<file path="src/rtl/standoff_pkg.sv">
// Shared state, action and result codes plus the per-game score record.
// Combinational helpers only; no timing or flow control lives here.
package standoff_pkg;

  typedef enum logic [2:0] {
    S_IDLE      = 3'd0,
    S_COUNTDOWN = 3'd1,
    S_COLLECT   = 3'd2,
    S_RESOLVE   = 3'd3,
    S_SHOW      = 3'd4,
    S_GAME_OVER = 3'd5
  } state_t;

  typedef enum logic [1:0] {
    ACT_RELOAD = 2'd0,
    ACT_SHOOT  = 2'd1,
    ACT_BLOCK  = 2'd2
  } action_t;

  localparam logic [1:0] CHOICE_NONE = 2'd3;

  localparam logic [1:0] RES_NONE   = 2'd0;
  localparam logic [1:0] RES_P1_HIT = 2'd1;
  localparam logic [1:0] RES_P2_HIT = 2'd2;
  localparam logic [1:0] RES_NO_HIT = 2'd3;

  typedef struct packed {
    logic [1:0] p1_ammo;
    logic [1:0] p2_ammo;
    logic [1:0] p1_last;
    logic [1:0] p2_last;
    logic [1:0] round_result;
    logic [7:0] round_count;
  } score_t;

  // Shoot is only ever passed here once it is known to be effective (ammo > 0).
  function automatic logic [1:0] next_ammo(input logic [1:0] ammo, input action_t act,
                                           input logic [1:0] ammo_max);
    case (act)
      ACT_RELOAD: return (ammo < ammo_max) ? ammo + 2'd1 : ammo_max;
      ACT_SHOOT:  return ammo - 2'd1;
      default:    return ammo;
    endcase
  endfunction

endpackage

</file>
<file path="src/rtl/standoff_tick_timer.sv">
// Elapsed-cycle timer: start marks the first cycle of a period, done flags its last cycle.
// Zero latency on start (that cycle counts as elapsed 0); no backpressure.
module standoff_tick_timer #(
  parameter int W = 32
) (
  input  logic         clk,
  input  logic         rst_n,
  input  logic         start,
  input  logic [W-1:0] limit,
  output logic         done
);

  logic [W-1:0] cnt;
  logic [W-1:0] elapsed;

  assign elapsed = start ? '0 : cnt;
  assign done    = (elapsed == limit - W'(1));

  always_ff @(posedge clk or negedge rst_n) begin
    if (!rst_n) begin
      cnt <= '0;
    end else begin
      cnt <= elapsed + W'(1);
    end
  end

endmodule

</file>
<file path="src/rtl/standoff_round_ctrl.sv">
// Two-player standoff round FSM: countdown, choice window, one-cycle resolve, timed show.
// Resolves one cycle after both choices latch; no backpressure, strobes outside COLLECT are dropped.
module standoff_round_ctrl
  import standoff_pkg::*;
#(
  parameter int TICKS_PER_STEP = 50000000,
  parameter int COUNT_STEPS    = 3,
  parameter int WINDOW_TICKS   = 100000000,
  parameter int SHOW_TICKS     = 100000000,
  parameter int AMMO_MAX       = 3
) (
  input  logic       CLK100MHZ,
  input  logic       CPU_RESETN,
  input  logic       p1_key_valid,
  input  logic [1:0] p1_choice,
  input  logic       p2_key_valid,
  input  logic [1:0] p2_choice,
  input  logic       restart_req,
  output logic [2:0] state,
  output logic [1:0] countdown,
  output logic [1:0] p1_ammo,
  output logic [1:0] p2_ammo,
  output logic [1:0] p1_last,
  output logic [1:0] p2_last,
  output logic [1:0] round_result,
  output logic       result_valid,
  output logic       game_over,
  output logic [7:0] round_count
);

  localparam logic [31:0] STEP_L   = 32'(TICKS_PER_STEP);
  localparam logic [31:0] WINDOW_L = 32'(WINDOW_TICKS);
  localparam logic [31:0] SHOW_L   = 32'(SHOW_TICKS);
  localparam logic [1:0]  COUNT_L  = 2'(COUNT_STEPS);
  localparam logic [1:0]  AMMO_L   = 2'(AMMO_MAX);

  logic [1:0]  rst_sync;
  logic        rst_n;
  state_t      state_q;
  score_t      score;
  action_t     p1_sel, p2_sel, p1_eff, p2_eff;
  logic        p1_got, p2_got, p1_take, p2_take, both_in;
  logic [1:0]  res_next;
  logic        tmr_start, tmr_done;
  logic [31:0] tmr_limit;

  // Assert passes straight through; release is delayed two edges.
  always_ff @(posedge CLK100MHZ or negedge CPU_RESETN) begin
    if (!CPU_RESETN) rst_sync <= '0;
    else             rst_sync <= {rst_sync[0], 1'b1};
  end
  assign rst_n = rst_sync[1];

  always_comb begin
    tmr_limit = STEP_L;
    case (state_q)
      S_COLLECT: tmr_limit = WINDOW_L;
      S_SHOW:    tmr_limit = SHOW_L;
      default:   tmr_limit = STEP_L;
    endcase
  end

  standoff_tick_timer #(.W(32)) u_timer (
    .clk   (CLK100MHZ),
    .rst_n (rst_n),
    .start (tmr_start),
    .limit (tmr_limit),
    .done  (tmr_done)
  );

  assign p1_take = p1_key_valid && !p1_got && (p1_choice != CHOICE_NONE);
  assign p2_take = p2_key_valid && !p2_got && (p2_choice != CHOICE_NONE);
  assign both_in = (p1_got || p1_take) && (p2_got || p2_take);

  // Unlatched players already hold ACT_BLOCK from COLLECT entry; a dry shoot misfires as block.
  always_comb begin
    p1_eff   = (p1_sel == ACT_SHOOT && score.p1_ammo == 2'd0) ? ACT_BLOCK : p1_sel;
    p2_eff   = (p2_sel == ACT_SHOOT && score.p2_ammo == 2'd0) ? ACT_BLOCK : p2_sel;
    res_next = RES_NO_HIT;
    if (p1_eff == ACT_SHOOT && p2_eff == ACT_SHOOT)      res_next = RES_NO_HIT;
    else if (p1_eff == ACT_SHOOT && p2_eff != ACT_BLOCK) res_next = RES_P1_HIT;
    else if (p2_eff == ACT_SHOOT && p1_eff != ACT_BLOCK) res_next = RES_P2_HIT;
  end

  always_ff @(posedge CLK100MHZ or negedge rst_n) begin
    if (!rst_n) begin
      state_q      <= S_IDLE;
      countdown    <= '0;
      score        <= '0;
      result_valid <= 1'b0;
      game_over    <= 1'b0;
      p1_got       <= 1'b0;
      p2_got       <= 1'b0;
      p1_sel       <= ACT_RELOAD;
      p2_sel       <= ACT_RELOAD;
      tmr_start    <= 1'b0;
    end else begin
      result_valid <= 1'b0;
      tmr_start    <= 1'b0;
      if (restart_req && (state_q == S_COUNTDOWN || state_q == S_COLLECT || state_q == S_SHOW)) begin
        state_q   <= S_IDLE;
        countdown <= '0;
        score     <= '0;
        p1_got    <= 1'b0;
        p2_got    <= 1'b0;
        p1_sel    <= ACT_RELOAD;
        p2_sel    <= ACT_RELOAD;
      end else begin
        case (state_q)
          S_IDLE: begin
            if (restart_req) begin
              state_q   <= S_COUNTDOWN;
              countdown <= COUNT_L;
              tmr_start <= 1'b1;
            end
          end
          S_COUNTDOWN: begin
            if (tmr_done) begin
              tmr_start <= 1'b1;
              countdown <= countdown - 2'd1;
              if (countdown == 2'd1) begin
                state_q <= S_COLLECT;
                p1_got  <= 1'b0;
                p2_got  <= 1'b0;
                p1_sel  <= ACT_BLOCK;
                p2_sel  <= ACT_BLOCK;
              end
            end
          end
          S_COLLECT: begin
            if (p1_take) begin
              p1_got <= 1'b1;
              p1_sel <= action_t'(p1_choice);
            end
            if (p2_take) begin
              p2_got <= 1'b1;
              p2_sel <= action_t'(p2_choice);
            end
            if (both_in || tmr_done) state_q <= S_RESOLVE;
          end
          S_RESOLVE: begin
            score.p1_ammo      <= next_ammo(score.p1_ammo, p1_eff, AMMO_L);
            score.p2_ammo      <= next_ammo(score.p2_ammo, p2_eff, AMMO_L);
            score.p1_last      <= p1_eff;
            score.p2_last      <= p2_eff;
            score.round_result <= res_next;
            score.round_count  <= (score.round_count == 8'hFF) ? 8'hFF : score.round_count + 8'd1;
            result_valid       <= 1'b1;
            state_q            <= S_SHOW;
            tmr_start          <= 1'b1;
          end
          S_SHOW: begin
            if (tmr_done) begin
              if (score.round_result == RES_P1_HIT || score.round_result == RES_P2_HIT) begin
                state_q   <= S_GAME_OVER;
                game_over <= 1'b1;
              end else begin
                state_q   <= S_COUNTDOWN;
                countdown <= COUNT_L;
                tmr_start <= 1'b1;
              end
            end
          end
          S_GAME_OVER: begin
            if (restart_req) begin
              score     <= '0;
              game_over <= 1'b0;
              state_q   <= S_COUNTDOWN;
              countdown <= COUNT_L;
              tmr_start <= 1'b1;
            end
          end
          default: state_q <= S_IDLE;
        endcase
      end
    end
  end

  assign state        = state_q;
  assign p1_ammo      = score.p1_ammo;
  assign p2_ammo      = score.p2_ammo;
  assign p1_last      = score.p1_last;
  assign p2_last      = score.p2_last;
  assign round_result = score.round_result;
  assign round_count  = score.round_count;

endmodule

</file>
<file path="config.mk">
export PLATFORM = sky130hd
export DESIGN_NAME = standoff_round_ctrl
export DESIGN_NICKNAME = d
export VERILOG_FILES = /design/src/rtl/standoff_pkg.sv /design/src/rtl/standoff_tick_timer.sv /design/src/rtl/standoff_round_ctrl.sv
export SDC_FILE = /design/constraint.sdc
export NUM_CORES = 1
export LEC_CHECK = 0
export BUFFER_PORTS_ARGS = -buffer_cell sky130_fd_sc_hd__buf_2
export CAP_MARGIN = 20
export CORE_ASPECT_RATIO = 0.5
export CORE_UTILIZATION = 60
export CTS_CLUSTER_SIZE = 25
export DETAILED_ROUTE_END_ITERATION = 16
export PLACE_DENSITY = 0.8
export REMOVE_ABC_BUFFERS = 1
export SLEW_MARGIN = 20
export SYNTH_ARGS = -nofsm -noshare
export SYNTH_HDL_FRONTEND = slang
export SYNTH_SLANG_ARGS = --single-unit
export TNS_END_PERCENT = 50
</file>
<file path="constraint.sdc">
create_clock -name CLK100MHZ -period 4.9 [get_ports CLK100MHZ]
set_input_delay 0.49 -clock CLK100MHZ [delete_from_list [all_inputs] [get_ports CLK100MHZ]]
set_output_delay 0.49 -clock CLK100MHZ [all_outputs]
set_load 0.02 [all_outputs]
</file>
==> results by group, run 1 <==
Placed design
  – Final Wtd Congestion: 0.9122
  – Placement Setup Slack: 1953 ps
  – DP HPWL: 5818 microns
  – IO Port Bufs: 33

Critical path
  – Reg2Reg Setup Slack: 1900 ps
  – Critical-path cell list: buf_4, nor2b_1, ha_1, nand4b_4, or3_4, nor3_4, nand4b_1, and2_1, o32a_1
  – Worst EP arrival: 3210 ps
  – CP max FO: 46
  – CP Launch Type: flip-flop
  – Worst r2r dst: p1_got
  – CP endpoint kind: flip-flop
  – Max stage delay on crit path: 410 ps
  – Slowest library cell on the worst path: or3_4
  – Critical Path RT: 5100 ps
  – Worst reg2reg path depth: 9
  – CP Class: flip-flop to flip-flop
  – Worst R2R Start: tmr_start

Route
  – Total iterations of the first detailed-routing run: 6
  – Vias/cell: 6.064
  – Drt total wl: 8470 microns
  – Post-DRT Antenna Nets: 0
  – Drt drc: 0
  – DR WL/cell: 15.60 microns
  – Via count: 3293
  – DRT iter0 DRCs: 266

Finish
  – Layout cells sized above 1: 14.29%
  – Antenna cells: 0
  – Core Util, Final: 71.27%
  – P&R area growth vs syn: 13.82%
  – Filler cells: 463
  – Nets: 466

Pwr
  – P_leak: 2.095 nW
  – Power per cell area: 374.7 nW/um^2
  – Max rail drop VDD: 0.1977 mV

STA
  – Setup TNS: 0 ps
  – Post-route minimum period: 3002 ps
  – Worst Max-Slew Pin Slew: 815.7 ps
  – Final period util: 61.26%
  – RSZ-0062 raised after global routing: false
  – Worst rel slew slack: 45.62%
  – Final hold violations: 0
  – Count of final setup violators: 0
  – Final worst setup slack: 1898 ps
  – Clock Skew: 5.154 ps
  – Max-slew violation count: 0
  – Top achievable clock speed: 333.1 MHz

Clocking
  – H-tree levels: 3
  – Clk sinks: 66
  – Num CTS Buffers: 9
  – Longest Clk Path Bufs: 2
  – Worst-Skew Late Latency: 330 ps
  – Root buffer cell: clkbuf_16
  – Clock-pin slew on the worst setup and hold paths: 50 ps
  – CTS tree: yes

Synth
  – Post-Syn Instances: 419
  – Synth area leader: dfrtp_1
  – Most used flip-flop cell after synthesis: dfrtp_1
  – Register area share after synthesis: 43.02%
  – Synth unique cells: 66
  – Synth Register Bits: 66
  – Avg Inst Size Synth: 9.162 sq um
  – Yosys Warn Count: 0
  – Most frequent cell after synthesis: dfrtp_1
  – Largest cells by area after synthesis: dfrtp_1 43%, nor2_1 4.8%, xor2_1 3.7%
  – Ys async rst share: 100.0%
  – Area of the mapped netlist: 3839 sq um
  – Synth top cells by count: 66 x dfrtp_1, 49 x nor2_1, 36 x nand2_1
  – Synth top area share: 43.02%
  – Post-synth EDFFs: 0

Floorplan
  – Initial core utilization: 62.61%
  – Row count: 20
  – Die Area: 6741 sq um
  – Core Box Area: 6131 sq um
  – Die Span Y: 58.56 microns
  – Die Wd: 115.1 microns
  – # IOs: 34

Hold path
  – Worst hold path class: flip-flop to flip-flop
  – Worst hold path endpoint: rst_sync[1]
  – Hold path depth: 0
  – Hold path startpoint: rst_sync[0]

Run
  – Maxcap violations: 0

GRT
  – Vias in the first global route: 3093
  – Initial antenna violation count: 0
  – Largest net degree at the start of global routing: 65
  – Tot GR Track Use: 27.46%
  – First-pass GRT wire length: 14160 microns
  – GRT Residual Overflow: 0

Outcome
  – Outcome: finished, final reports clean
==> worst max-delay path: cells and delay by family, from the launching register on <==
family,cells,cell delay (ps)
fa+ha+maj,1,270
simple gates,6,1620
compound gates,1,340
buf+inv,1,250
flops,1,360
==> kinds of logic (layout without fill, tap and decap cells) <==
| family | after synthesis | after routing | share of synthesized area (%) |
|---|---|---|---|
| multiplexers | 3 | 3 | 0.8474 |
| XOR/XNOR | 30 | 30 | 6.845 |
| buffers and inverters | 34 | 70 | 3.944 |
| adder cells (fa/ha/maj) | 7 | 7 | 2.282 |
| flip-flops | 66 | 66 | 43.02 |
| AND/OR/NAND/NOR | 185 | 185 | 26.96 |
| other | 1 | 1 | 0.09769 |
| AO/OA/AOI/OAI | 93 | 93 | 16.00 |
==> flip-flops by register name (all words and copies together), names as in the netlist <==
name	count
u_timer.cnt	32
round_count	8
state	3
countdown	2
p1_ammo	2
p1_last	2
p1_sel	2
p2_ammo	2
p2_last	2
p2_sel	2
round_result	2
rst_sync	2
game_over	1
p1_got	1
p2_got	1
result_valid	1
tmr_start	1
==> stage by stage <==
| stage | instances | cell area (sq um) | power (W) | hold slack, ps |
|---|---|---|---|---|
| CTS | 543 | 4369 | 0.001644 | 370.5 |
| finish | 543 | 4369 | 0.001637 | 360.9 |
| detailed placement | 526 | 4050 | 0.0009856 | 277.6 |
| floorplan | 402 | 3751 | 0.0008849 | 194.4 |
| global route | 543 | 4369 | 0.001717 | 372.6 |
| global placement | 526 | 4050 | 0.0009617 | 274.0 |
==> routing by layer <==
layer  vias to the layer above  part of all wire, %  track usage (%)
met3                        19                  5.6            8.136
li1                       1561                    -                -
met2                       112                   49            48.71
met1                      1601                   44            32.93
met4                         0                  1.3            8.163
met5                         -                    0                0
==> repair_timing <==
item | CTS | global route
hold buffers | 1 | 0
setup buffers | 0 | 0
hold endpoints to repair | 2 | 0
resized for setup | 0 | 0
==> how the worst max path moves through the flow <==
| stage | cells after the start | slack (ps) | endpoint | startpoint |
|---|---|---|---|---|
| 2_1_floorplan | 8 | 2070 | p1_got | tmr_start |
| 5_1_grt | 9 | 1710 | p1_got | tmr_start |
| 3_3_place_gp | 9 | 2120 | p2_got | tmr_start |
| 6_report | 9 | 1900 | p1_got | tmr_start |
| 4_1_cts | 9 | 1920 | p1_got | tmr_start |
| 3_5_place_dp | 9 | 1950 | p1_got | tmr_start |
==> power by group <==
| group | leakage (nW) | total (W) | internal, W | switching [W] |
|---|---|---|---|---|
| sequential | 0.890 | 0.000650 | 0.000597 | 0.0000527 |
| combinational | 1.05 | 0.000329 | 0.000129 | 0.000200 |
| clock | 0.153 | 0.000658 | 0.000435 | 0.000223 |
==> placed cells by master (no fill, tap or decap), drive strengths merged, types with 13 or more instances in the layout <==
cell,count
inv,17
o21ai,27
nor2,49
clkbuf,14
nor3,13
xor2,16
nor2b,14
xnor2,14
buf,36
a21oi,23
nand3,16
dfrtp,66
nand2,36
==> area by class of cell <==
type                    instances  area [sq um]  area share, %
clock inverters                 2         35.03         0.8018
multi-input cells             319          2036          46.59
inverters                      17         63.81          1.460
well taps                      88         110.1          2.520
flip-flops and latches         66          1653          37.83
repair buffers                 37         197.7          4.525
clock buffers                  14         274.0          6.271
Note: power is estimated with default switching activity, not from simulation.
==> inputs of run 2 (changes only) <==
==> constraint.sdc (replaced) <==
create_clock -name CLK100MHZ -period 2.95 [get_ports CLK100MHZ]
set_input_delay 0.295 -clock CLK100MHZ [delete_from_list [all_inputs] [get_ports CLK100MHZ]]
set_output_delay 0.295 -clock CLK100MHZ [all_outputs]
set_load 0.02 [all_outputs]
==> results by group, run 2 (synthesized netlist as in run 1, its figures left out) <==
Outcome
  – Outcome: finished, final reports clean

Route
  – Post-DRT Antenna Nets: 0 (unchanged)
  – Vias/cell: 6.074 (+0.15%)
  – Drt total wl: 8457 microns (-0.15%)
  – Via count: 3304 (+0.33%)
  – DRT iter0 DRCs: 274 (+3.0%)
  – Total iterations of the first detailed-routing run: 5 (-1)
  – Drt drc: 0 (unchanged)
  – DR WL/cell: 15.55 microns (-0.34%)

Placed design
  – Inst Count DP: 528 (+0.38%)
  – IO Port Bufs: 33 (unchanged)
  – DP HPWL: 5942 microns (+2.1%)
  – Final Wtd Congestion: 0.8890 (-2.5%)

Floorplan
  – Core Box Area: 6131 sq um (unchanged)
  – Die Wd: 115.1 microns (unchanged)
  – # IOs: 34 (unchanged)
  – Initial core utilization: 62.61% (unchanged)
  – Die Area: 6741 sq um (unchanged)
  – Row count: 20 (unchanged)
  – Die Span Y: 58.56 microns (unchanged)

Run
  – Maxcap violations: 0 (unchanged)

Hold path
  – Hold path startpoint: p1_choice[0]
  – Worst hold path endpoint: p1_sel[0]
  – Hold path depth: 3 (+3)
  – Worst hold path class: input pin to flip-flop

GRT
  – Grt peak-use layer: met2
  – Met2 Usage GRT: 46.90% (-1.8 points)
  – Initial antenna violation count: 0 (unchanged)
  – Tot GR Track Use: 28.12% (+0.66 points)
  – Vias in the first global route: 3226 (+4.3%)
  – Met3 Resource Use GR: 7.415% (-0.72 points)
  – Grt met1 use: 34.72% (+1.8 points)
  – Largest net degree at the start of global routing: 43 (-34%)
  – First-pass GRT wire length: 14540 microns (+2.7%)
  – GRT Residual Overflow: 0 (unchanged)

Critical path
  – Worst reg2reg path depth: 8 (-1)
  – CP endpoint kind: flip-flop
  – Reg2Reg Setup Slack: 250 ps (-1650 ps)
  – Worst r2r dst: p1_got
  – CP Class: flip-flop to flip-flop
  – CP max FO: 7 (-85%)
  – Critical Path RT: 3160 ps (-1940 ps)
  – Worst EP arrival: 2910 ps (-300 ps)
  – Worst R2R Start: tmr_start
  – CP Launch Type: flip-flop

STA
  – Worst rel slew slack: 43.62% (-2.0 points)
  – Top achievable clock speed: 370.7 MHz (+11%)
  – Setup TNS: 0 ps (unchanged)
  – Clock Skew: 7.892 ps (+2.738 ps)
  – Post-route minimum period: 2698 ps (-303.9 ps)
  – Final period util: 91.45% (+30 points)
  – Count of final setup violators: 0 (unchanged)
  – Worst Max-Slew Pin Slew: 845.6 ps (+29.99 ps)
  – RSZ-0062 raised after global routing: false
  – Max-slew violation count: 0 (unchanged)
  – Final hold violations: 0 (unchanged)
  – Min Hold Slack: 229.6 ps (-131.3 ps)

Finish
  – P&R area growth vs syn: 13.62%
  – Layout cells sized above 1: 14.47% (+0.19 points)
  – Max reg flops: 32 (unchanged)
  – Most flop-heavy register: u_timer.cnt
  – Final Non-Filler Cells: 544 (+0.18%)
  – Nets: 468 (+0.43%)
  – Antenna cells: 0 (unchanged)
  – Commonest non-fill, non-tap cell in the layout: dfrtp_1
  – Commonest cells after routing, fill and taps aside: 65 x dfrtp_1, 49 x nor2_1, 36 x nand2_1

Clocking
  – Hold Buf Count CTS: 1 (unchanged)
  – Worst-Skew Late Latency: 340 ps (about the same)
  – Post-CTS Setup Repair Bufs: 0 (unchanged)
  – Clock-pin slew on the worst setup and hold paths: 50 ps (about the same)
  – Num CTS Buffers: 9 (unchanged)
  – Root buffer cell: clkbuf_16
  – Longest Clk Path Bufs: 2 (unchanged)
  – H-tree levels: 3 (unchanged)
  – CTS tree: yes
  – Clk sinks: 66 (unchanged)
  – CTS resizes: 0 (unchanged)

Pwr
  – Power per cell area: 611.6 nW/um^2 (+63%)
  – P_leak: 2.095 nW (about the same)
  – Max rail drop VDD: 0.4272 mV (+120%)
run 2: changes by cell type in the layout (fill, tap and decap cells not counted), sizes merged:
cell | before | now
clkinv | 1 | 2
clkbuf | 14 | 12
buf | 36 | 38
run 2: report_power, final:
part	switching [W]	internal, W
registers	0.000101	0.000992
logic	0.000320	0.000214
clock network	0.000372	0.000669
total	0.000793	0.00187
run 2: worst max path at each step:
stage	cells after the start	from	slack, ps	to
after floorplan	8	tmr_start	120	p1_got
after detailed placement	8	tmr_start	250	p1_got
after global routing	8	tmr_start	70	p1_got
after CTS	8	tmr_start	250	p1_got
final	8	tmr_start	250	p1_got
after global placement	8	tmr_start	400	p2_got
run 2: layout make-up:
type                       instances  area [sq um]
tap                               88         110.1
clock buffer                      12         246.5
clock inverter                     3         40.04
inverter                          17         63.81
fill                             449          1769
timing repair buffer              39         212.7
sequential                        66          1653
multi-input combinational        319          2036
run 2: critical path, cell delays in order (launching register included):
cell and delay, ps:
dfrtp_1 410, nor2b_1 180, ha_1 260, nand4b_4 130, or3_4 410, nor3_4 310, nand4b_1 240, and2_1 280
o32a_1 360
run 2: metal layers:
| layer | up-vias | part of all wire, % |
|---|---|---|
| met5 | - | 0 |
| li1 | 1560 | - |
| met3 | 26 | 4.1 |
| met1 | 1624 | 45 |
| met4 | 0 | 2.2 |
| met2 | 94 | 49 |
run 2: per-stage QoR:
step | power, W | instance area (sq um) | setup WS (ps) | utilization, %
floorplan | 0.001470 | 3751 | 119.3 | -
global placement | 0.001598 | 4065 | 403.1 | 66.31
detailed placement | 0.001636 | 4065 | 252.8 | 66.31
CTS | 0.002671 | 4362 | 248.6 | 71.14
global route | 0.002793 | 4362 | 73.40 | 71.14
finish | 0.002668 | 4362 | 252.3 | 71.14
==> inputs of run 3 (changes only) <==
--- a/config.mk
+++ b/config.mk
@@ -7,11 +7,13 @@
 export LEC_CHECK = 0
 export BUFFER_PORTS_ARGS = -buffer_cell sky130_fd_sc_hd__buf_2
 export CAP_MARGIN = 20
+export CELL_PAD_IN_SITES_DETAIL_PLACEMENT = 2
+export CELL_PAD_IN_SITES_GLOBAL_PLACEMENT = 2
 export CORE_ASPECT_RATIO = 0.5
-export CORE_UTILIZATION = 60
+export CORE_UTILIZATION = 37
 export CTS_CLUSTER_SIZE = 25
 export DETAILED_ROUTE_END_ITERATION = 16
-export PLACE_DENSITY = 0.8
+export PLACE_DENSITY_LB_ADDON = 0.1
 export REMOVE_ABC_BUFFERS = 1
 export SLEW_MARGIN = 20
 export SYNTH_ARGS = -nofsm -noshare
==> results by group, run 3 (synthesized netlist as in run 1, its figures left out) <==
Floorplan
  – Die Area: 10810 sq um (+60%)
  – Die Span Y: 74.03 microns (+26%)
  – Die Wd: 146.0 microns (+27%)
  – Initial core utilization: 39.33% (-23 points)
  – Row count: 25 (+25%)
  – # IOs: 34 (unchanged)
  – Core Box Area: 9759 sq um (+59%)

Finish
  – P&R area growth vs syn: 17.14%
  – Storage element area: 1653 sq um (unchanged)
  – Commonest non-fill, non-tap cell in the layout: dfrtp_1
  – Filler cells: 1059 (+140%)
  – Multi-input gate area: 2036 sq um (unchanged)
  – Layout cells sized above 1: 15.62% (+1.1 points)
  – Max reg flops: 32 (unchanged)
  – Commonest cells after routing, fill and taps aside: 65 x dfrtp_1, 49 x nor2_1, 36 x nand2_1
  – Nets: 472 (+0.85%)
  – Final Non-Filler Cells: 596 (+9.6%)
  – Most flop-heavy register: u_timer.cnt
  – Antenna cells: 0 (unchanged)

Route
  – DRT iter0 DRCs: 210 (-23%)
  – Drt drc: 0 (unchanged)
  – Via count: 3349 (+1.4%)
  – Vias/cell: 5.619 (-7.5%)
  – Post-DRT Antenna Nets: 0 (unchanged)
  – Total iterations of the first detailed-routing run: 5 (unchanged)
  – Drt total wl: 11830 microns (+40%)
  – DR WL/cell: 19.85 microns (+28%)

STA
  – Post-route minimum period: 2796 ps (+98.72 ps)
  – Worst rel slew slack: 55.66% (+12 points)
  – Top achievable clock speed: 357.6 MHz (-3.5%)
  – Max-slew violation count: 0 (unchanged)
  – Min Hold Slack: 220.1 ps (-9.496 ps)
  – Final hold violations: 0 (unchanged)
  – Count of final setup violators: 0 (unchanged)
  – Clock Skew: 4.260 ps (-3.633 ps)
  – RSZ-0062 raised after global routing: false
  – Worst Max-Slew Pin Slew: 660.0 ps (-185.6 ps)
  – Final period util: 94.79% (+3.3 points)
  – Setup TNS: 0 ps (unchanged)

Critical path
  – Critical Path RT: 3150 ps (about the same)
  – CP Launch Type: flip-flop
  – Worst reg2reg path depth: 8 (unchanged)
  – CP Class: flip-flop to flip-flop
  – Slowest library cell on the worst path: dfrtp_1
  – Critical-path cell list: nor2b_1, ha_1, nand4b_4, or3_4, nor4_4, nand3_1, nor3_1, mux2_1
  – CP endpoint kind: flip-flop
  – Max stage delay on crit path: 430 ps (+20 ps)
  – Worst r2r dst: u_timer.cnt[28]
  – CP max FO: 7 (unchanged)
  – Worst EP arrival: 3000 ps (+90 ps)
  – Worst R2R Start: tmr_start
  – Reg2Reg Setup Slack: 150 ps (-100 ps)

GRT
  – Largest net degree at the start of global routing: 44 (+2.3%)
  – Tot GR Track Use: 23.67% (-4.4 points)
  – First-pass GRT wire length: 19690 microns (+35%)
  – GRT Residual Overflow: 0 (unchanged)
  – Vias in the first global route: 3796 (+18%)
  – Initial antenna violation count: 0 (unchanged)

Placed design
  – DP HPWL: 8064 microns (+36%)
  – IO Port Bufs: 33 (unchanged)
  – Final Wtd Congestion: 0.7756 (-13%)
  – Inst Count DP: 579 (+9.7%)

Pwr
  – Power per cell area: 636.2 nW/um^2 (+4.0%)
  – P_leak: 2.131 nW (+1.7%)
  – Max rail drop VDD: 0.2549 mV (-40%)

Clocking
  – CTS tree: yes
  – Root buffer cell: clkbuf_16
  – CTS resizes: 0 (unchanged)
  – Clk sinks: 66 (unchanged)
  – Worst-Skew Late Latency: 330 ps (about the same)
  – Longest Clk Path Bufs: 2 (unchanged)
  – H-tree levels: 3 (unchanged)
  – Num CTS Buffers: 9 (unchanged)
  – Clock-pin slew on the worst setup and hold paths: 60 ps (about the same)

Run
  – Maxcap violations: 0 (unchanged)

Outcome
  – Outcome: finished, final reports clean

Hold path
  – Worst hold path class: flip-flop to async pin
-- run 3: cell types whose count changed in the layout (fill, tap and decap cells not counted) --
cell	change
buf_4	+3
buf_12	+1
bufinv_16	+1
clkbuf_1	-1
clkinvlp_4	+1
-- run 3: cell type report --
type,instances,area share [%]
tap,135,3.756
sequential,66,36.76
multi-input combinational,319,45.27
inverter,17,1.419
clock inverter,5,1.725
clock buffer,11,5.398
timing repair buffer,43,5.676
-- run 3: stage by stage --
step           power (W)  instance area (sq um)  worst slack, ps  utilization, %
3_3_place_gp    0.001635                   4167            426.7           42.69
2_1_floorplan   0.001470                   3751            119.3               -
5_1_grt         0.002997                   4497            18.51           46.08
3_5_place_dp    0.001697                   4167            194.7           42.69
4_1_cts         0.002887                   4497            147.7           46.08
6_report        0.002861                   4497            153.6           46.08
-- run 3: critical path, delay by kind of cell (launching register included) --
family | cells | cell delay, ps
AND/OR/NAND/NOR | 6 | 1590
flip-flops | 1 | 430
multiplexers | 1 | 370
adder cells (fa/ha/maj) | 1 | 270
-- run 3: how the worst max path moves through the flow --
stage | from | to | slack (ps)
3_3_place_gp | tmr_start | u_timer.cnt[28] | 430
4_1_cts | tmr_start | u_timer.cnt[28] | 150
2_1_floorplan | tmr_start | p1_got | 120
5_1_grt | tmr_start | u_timer.cnt[28] | 20
6_report | tmr_start | u_timer.cnt[28] | 150
3_5_place_dp | tmr_start | u_timer.cnt[28] | 190
-- run 3: routing by layer --
layer,vias to the layer above,global-route usage (%),part of all wire [%]
met2,52,44.50,51
met3,14,5.706,3.0
li1,1568,-,-
met4,0,7.060,1.3
met1,1715,27.54,45
met5,-,0,0
-- run 3: report_power, final --
group,switching (W),internal (W)
registers,0.0000991,0.000991
logic,0.000373,0.000228
clock network,0.000409,0.000760
-- run 3: what timing repair did --
item / in CTS / in global routing
hold buffers: 1 / 0
setup buffers: 0 / 0
hold endpoints to repair: 2 / 0
